--- config.mk ---
export PLATFORM = sky130hd
export DESIGN_NAME = multicycle_cpu
export DESIGN_NICKNAME = d
export VERILOG_FILES = /design/src/rtl/multicycle_cpu.sv
export SDC_FILE = /design/constraint.sdc
export NUM_CORES = 2
export LEC_CHECK = 0
export CORE_UTILIZATION = 63
export DETAILED_ROUTE_END_ITERATION = 10
export PLACE_DENSITY = 0.81
export SLEW_MARGIN = 20
export SYNTH_ARGS = -nofsm -noshare
export SYNTH_HDL_FRONTEND = slang
export SYNTH_SLANG_ARGS = --single-unit
--- constraint.sdc ---
create_clock -name clk -period 7 [get_ports clk]
set_input_delay 1.4 -clock clk [delete_from_list [all_inputs] [get_ports clk]]
set_output_delay 1.4 -clock clk [all_outputs]
set_load 0.05 [all_outputs]
--- src/rtl/multicycle_cpu.sv ---
// Multicycle MIPS-subset CPU: FETCH/DECODE/EXEC/MEM/WB over one shared memory port,
// with a bus watchdog and an absorbing HALT state that reports why it stopped.
module multicycle_cpu #(
    parameter logic [31:0] RESET_PC = 32'h0000_0000,
    parameter int unsigned TIMEOUT  = 255
) (
    input  logic        clk,
    input  logic        reset,
    output logic        mem_req,
    output logic        mem_we,
    output logic [31:0] mem_addr,
    output logic [31:0] mem_wdata,
    input  logic [31:0] mem_rdata,
    input  logic        mem_ack,
    input  logic [4:0]  dbg_reg_sel,
    output logic [31:0] dbg_reg_data,
    output logic [31:0] pc,
    output logic [31:0] instr,
    output logic [2:0]  state,
    output logic        retire,
    output logic        halted,
    output logic [1:0]  halt_cause
);

    localparam int unsigned XLEN   = 32;
    localparam int unsigned NREG   = 32;
    localparam int unsigned WD_W   = 32;
    localparam logic [WD_W-1:0] WD_LIMIT = WD_W'(TIMEOUT) - WD_W'(1);

    localparam logic [5:0] OP_RTYPE = 6'h00;
    localparam logic [5:0] OP_ADDI  = 6'h08;
    localparam logic [5:0] OP_LW    = 6'h23;
    localparam logic [5:0] OP_SW    = 6'h2B;
    localparam logic [5:0] OP_BEQ   = 6'h04;
    localparam logic [5:0] OP_J     = 6'h02;

    localparam logic [5:0] FN_ADD = 6'h20;
    localparam logic [5:0] FN_SUB = 6'h22;
    localparam logic [5:0] FN_AND = 6'h24;
    localparam logic [5:0] FN_OR  = 6'h25;
    localparam logic [5:0] FN_SLT = 6'h2A;

    localparam logic [1:0] CAUSE_ILLEGAL = 2'd1;
    localparam logic [1:0] CAUSE_ALIGN   = 2'd2;
    localparam logic [1:0] CAUSE_TIMEOUT = 2'd3;

    typedef enum logic [2:0] {
        S_FETCH  = 3'd0,
        S_DECODE = 3'd1,
        S_EXEC   = 3'd2,
        S_MEM    = 3'd3,
        S_WB     = 3'd4,
        S_HALT   = 3'd5
    } state_t;

    state_t            st;
    logic [XLEN-1:0]   rf [NREG];
    logic [XLEN-1:0]   a_q, b_q, target_q, result_q;
    logic [WD_W-1:0]   wd_q;

    logic [5:0]        op, funct;
    logic [4:0]        rs, rt, rd, wb_dest_c;
    logic [XLEN-1:0]   imm_sext, eff_addr_c, alu_c, fetch_pc_c;
    logic              legal_c, timeout_c, fetch_go_c;

    assign op       = instr[31:26];
    assign rs       = instr[25:21];
    assign rt       = instr[20:16];
    assign rd       = instr[15:11];
    assign funct    = instr[5:0];
    assign imm_sext = {{16{instr[15]}}, instr[15:0]};

    assign state        = st;
    assign dbg_reg_data = (dbg_reg_sel == 5'd0) ? '0 : rf[dbg_reg_sel];

    assign eff_addr_c = a_q + imm_sext;
    assign wb_dest_c  = (op == OP_RTYPE) ? rd : rt;
    // An ack in the same cycle takes precedence over the watchdog firing.
    assign timeout_c  = (TIMEOUT != 0) && (wd_q == WD_LIMIT);

    // Instruction legality and R-type ALU.
    always_comb begin
        legal_c = 1'b0;
        alu_c   = '0;
        case (op)
            OP_RTYPE: begin
                legal_c = 1'b1;
                case (funct)
                    FN_ADD:  alu_c = a_q + b_q;
                    FN_SUB:  alu_c = a_q - b_q;
                    FN_AND:  alu_c = a_q & b_q;
                    FN_OR:   alu_c = a_q | b_q;
                    FN_SLT:  alu_c = {31'd0, $signed(a_q) < $signed(b_q)};
                    default: legal_c = 1'b0;
                endcase
            end
            OP_ADDI, OP_LW, OP_SW, OP_BEQ, OP_J: legal_c = 1'b1;
            default: legal_c = 1'b0;
        endcase
    end

    // Every path that completes an instruction and starts the next fetch.
    always_comb begin
        fetch_go_c = 1'b0;
        fetch_pc_c = pc;
        case (st)
            S_EXEC: begin
                if (op == OP_BEQ) begin
                    fetch_go_c = 1'b1;
                    fetch_pc_c = (a_q == b_q) ? target_q : pc;
                end else if (op == OP_J) begin
                    fetch_go_c = 1'b1;
                    fetch_pc_c = {pc[31:28], instr[25:0], 2'b00};
                end
            end
            S_MEM:   fetch_go_c = mem_req && mem_ack && mem_we;
            S_WB:    fetch_go_c = 1'b1;
            default: fetch_go_c = 1'b0;
        endcase
    end

    always_ff @(posedge clk) begin
        if (!reset) begin
            st         <= S_FETCH;
            pc         <= RESET_PC;
            instr      <= '0;
            mem_req    <= 1'b0;
            mem_we     <= 1'b0;
            mem_addr   <= '0;
            mem_wdata  <= '0;
            retire     <= 1'b0;
            halted     <= 1'b0;
            halt_cause <= '0;
            wd_q       <= '0;
            a_q        <= '0;
            b_q        <= '0;
            target_q   <= '0;
            result_q   <= '0;
            for (int i = 0; i < NREG; i++) rf[i] <= '0;
        end else begin
            retire <= 1'b0;
            case (st)
                S_FETCH: begin
                    if (!mem_req) begin
                        mem_req  <= 1'b1;
                        mem_we   <= 1'b0;
                        mem_addr <= pc;
                        wd_q     <= '0;
                    end else if (mem_ack) begin
                        instr   <= mem_rdata;
                        pc      <= pc + 32'd4;
                        mem_req <= 1'b0;
                        st      <= S_DECODE;
                    end else if (timeout_c) begin
                        mem_req    <= 1'b0;
                        halted     <= 1'b1;
                        halt_cause <= CAUSE_TIMEOUT;
                        st         <= S_HALT;
                    end else begin
                        wd_q <= wd_q + WD_W'(1);
                    end
                end
                S_DECODE: begin
                    if (!legal_c) begin
                        halted     <= 1'b1;
                        halt_cause <= CAUSE_ILLEGAL;
                        st         <= S_HALT;
                    end else begin
                        a_q      <= rf[rs];
                        b_q      <= rf[rt];
                        target_q <= pc + {imm_sext[29:0], 2'b00};
                        st       <= S_EXEC;
                    end
                end
                S_EXEC: begin
                    case (op)
                        OP_RTYPE: begin
                            result_q <= alu_c;
                            st       <= S_WB;
                        end
                        OP_ADDI: begin
                            result_q <= a_q + imm_sext;
                            st       <= S_WB;
                        end
                        OP_LW, OP_SW: begin
                            if (eff_addr_c[1:0] != 2'b00) begin
                                halted     <= 1'b1;
                                halt_cause <= CAUSE_ALIGN;
                                st         <= S_HALT;
                            end else begin
                                mem_req   <= 1'b1;
                                mem_we    <= (op == OP_SW);
                                mem_addr  <= eff_addr_c;
                                mem_wdata <= b_q;
                                wd_q      <= '0;
                                st        <= S_MEM;
                            end
                        end
                        default: ;
                    endcase
                end
                S_MEM: begin
                    if (mem_ack) begin
                        mem_req <= 1'b0;
                        mem_we  <= 1'b0;
                        if (!mem_we) begin
                            result_q <= mem_rdata;
                            st       <= S_WB;
                        end
                    end else if (timeout_c) begin
                        mem_req    <= 1'b0;
                        mem_we     <= 1'b0;
                        halted     <= 1'b1;
                        halt_cause <= CAUSE_TIMEOUT;
                        st         <= S_HALT;
                    end else begin
                        wd_q <= wd_q + WD_W'(1);
                    end
                end
                S_WB: begin
                    if (wb_dest_c != 5'd0) rf[wb_dest_c] <= result_q;
                end
                default: ;
            endcase
            // Completion overrides the per-state bus updates above.
            if (fetch_go_c) begin
                pc       <= fetch_pc_c;
                mem_req  <= 1'b1;
                mem_we   <= 1'b0;
                mem_addr <= fetch_pc_c;
                wd_q     <= '0;
                retire   <= 1'b1;
                st       <= S_FETCH;
            end
        end
    end

endmodule

==> results.json <==
{
  "die_h_um": 365,
  "peakVddDrop_v": 0.000292,
  "synthCells": 6553,
  "crit_arrival_ns": 4.97,
  "drc": 0,
  "synth_edf_count": 1024,
  "status": "completed",
  "first_pass_iters": 9,
  "timing.fmax_mhz": 157,
  "gp_congestion": 1.00,
  "place_hpwl_um": 184000,
  "cts_made_buffers": 142,
  "cts_resized": 0,
  "top_level_ports": 209,
  "antenna_found_initial": 16,
  "async_flop_share_pct": 0,
  "ys_types": 92,
  "layout_commonest_cell": "edfxtp_1",
  "drv_slew": 0,
  "syn-cell-area_um2": 83100,
  "synth_top_area_share_pct": 37.0,
  "worst-path-max-fanout": 80,
  "track_usage_pct": 45.6,
  "cts.path.max_buffers": 3,
  "synth_flop_cell": "edfxtp_1",
  "tightest_slew_ns": 1.30,
  "start_kind": "input pin",
  "initial_utilization_pct": 63.9,
  "preCtsSetupSlack_ns": 0.802,
  "wl_um": 305000,
  "end_kind": "output port",
  "skew_ns": 0.0619,
  "setup_ws_ns": 0.630,
  "clock-sinks": 1321,
  "cts_tree": "built",
  "drtIter0Drc": 12700,
  "hold_buffers": 0,
  "io_buffers": 208,
  "period_share_pct": 91.0,
  "power.density_nw_per_um2": 287,
  "synth_top_area_cell": "edfxtp_1",
  "clk_latency_ns": 0.85,
  "post-route-util_pct": 70.4,
  "final_cell_area_um2": 91600,
  "min_path_type": "flip-flop to flip-flop",
  "timing.slew.headroom_pct": 13.2,
  "postCtsSetupRepairBufs": 0,
  "required_ns": 5.60,
  "synth-seq-area-share_pct": 44.1,
  "critPathKind": "input pin to output port",
  "p_leak_nw": 32.7,
  "yosys_warnings": 0,
  "ant_nets": 0,
  "tns_ns": 0,
  "avgSynthCellArea_um2": 12.7,
  "grt_max_degree": 168,
  "ys_seq_elements": 1321,
  "h-tree-depth": 4,
  "cts_root_buf": "clkbuf_16",
  "grt_pass1_vias": 64400,
  "grt_pass1_wl_um": 436000,
  "path_clk_slew_ns": 0.06,
  "drv_cap": 0,
  "design.core.area_um2": 130000,
  "setup_viol": 0,
  "vias": 66200,
  "final_hold_viol_count": 0,
  "vias_per_cell": 7.99,
  "layout_common_cells": "1024 x edfxtp_1, 960 x mux4_2, 526 x and2_1",
  "die_w_um": 365,
  "fp.dieArea_um2": 133000,
  "final_nets": 6635,
  "wl_per_cell_um": 36.8,
  "placement.cell_area_um2": 86700,
  "syn2layout_area_growth_pct": 10.2,
  "rsz0062_at_grt": "no",
  "gr-total-overflow": 0,
  "placementRows": 132,
  "period_needed_ns": 6.37,
  "drive_gt1_share_pct": 22.6,
  "synth_area_leaders": "edfxtp_1 37%, mux4_2 26%, dfxtp_1 7.2%, and2_1 4.0%, and3_1 3.9%"
}
final cells by class:
type	instances	area, um^2
Multi-Input combinational cell	4453	43800
Fill cell	8422	38500
Sequential cell	1321	36800
Clock buffer	180	3880
Timing Repair Buffer	373	3590
Tap cell	1742	2180
Clock inverter	78	883
Inverter	126	480
Antenna cell	14	35.0
synthesized netlist by cell type (22+ instances only):
cell type  instances
ha_1             174
edfxtp_1        1024
nand2_1          440
nor2_1           319
a31oi_1           56
mux2i_1          105
mux4_2           960
and2_1           527
a21oi_1          300
xnor2_1           67
o211ai_1          26
inv_1            126
or3_1             24
o21ai_0          165
nand2b_1          42
nand4_1           22
a21o_1            57
o221ai_1          28
nand3_1           59
a211oi_1         102
clkbuf_1         570
dfxtp_1          297
xor2_1            38
buf_1             92
nor3_1            75
o22ai_1           23
and3_1           515
per-stage QoR:
step	total power [mW]	instances	hold slack, ns
after CTS	25.8	8270	0.455
after global routing	26.8	8276	0.470
final	26.3	8287	0.453
after global placement	17.9	8012	0.440
after floorplan	15.2	6584	0.432
after detailed placement	18.1	8012	0.448
routing by layer:
metal  vias up  GRT usage [%]  part of all wire (%)  routed length [um]
li1      25300              -                     -                   -
met1     32000           53.8                    30               93100
met2      7129           67.0                    44              134000
met3      1742           20.5                    17               53400
met4        32           31.1                   8.2               25000
met5         -          0.145                 0.080                 243
sequential cells by signal, indices dropped and copies added, names as in the netlist, 3 cells and up:
register and cells:
a_q 32, state 3, pc 32, target_q 32, b_q 32, instr 32, rf 1024, mem_wdata 32
result_q 32, wd_q 32, mem_addr 32
power by group:
part | total (mW) | switching [mW] | internal (mW)
Sequential | 9.69 | 0.821 | 8.87
Combinational | 8.67 | 5.43 | 3.24
Clock | 7.92 | 3.42 | 4.50
final timing paths:
kind | depth (start not counted) | from | to | slack (ns)
hold reg to reg | 2 | target_q[17]$_SDFFE_PN0P_ | target_q[17]$_SDFFE_PN0P_ | 0.45
setup reg to reg | 12 | instr[1]$_SDFFE_PN0P_ | mem_addr[22]$_SDFFE_PN0P_ | 1.93
hold / removal | 2 | target_q[17]$_SDFFE_PN0P_ | target_q[17]$_SDFFE_PN0P_ | 0.45
setup / recovery | 7 | dbg_reg_sel[0] | dbg_reg_data[28] | 0.63
worst max-delay path, cell delays in order:
cell             delay, ns
buf_8                 0.64
buf_4                 0.37
mux4_2                0.54
mux4_2                0.49
mux2i_1               0.56
nor2_1                0.12
clkdlybuf4s50_1       0.74
logic make-up after synthesis:
family                     count (synthesis)  synth area share (%)
other                                      1               0.00451
AOI/OAI and AO/OA                        961                  7.50
DFF                                     1321                  44.1
xor gates and xnor gates                 105                  1.11
and+or+nand+nor                         2108                  13.5
adders and majority gates                178                  2.71
buffers and inverters                    810                  3.71
muxes                                   1069                  27.3
No activity file was read; power rests on OpenSTA's default activity.
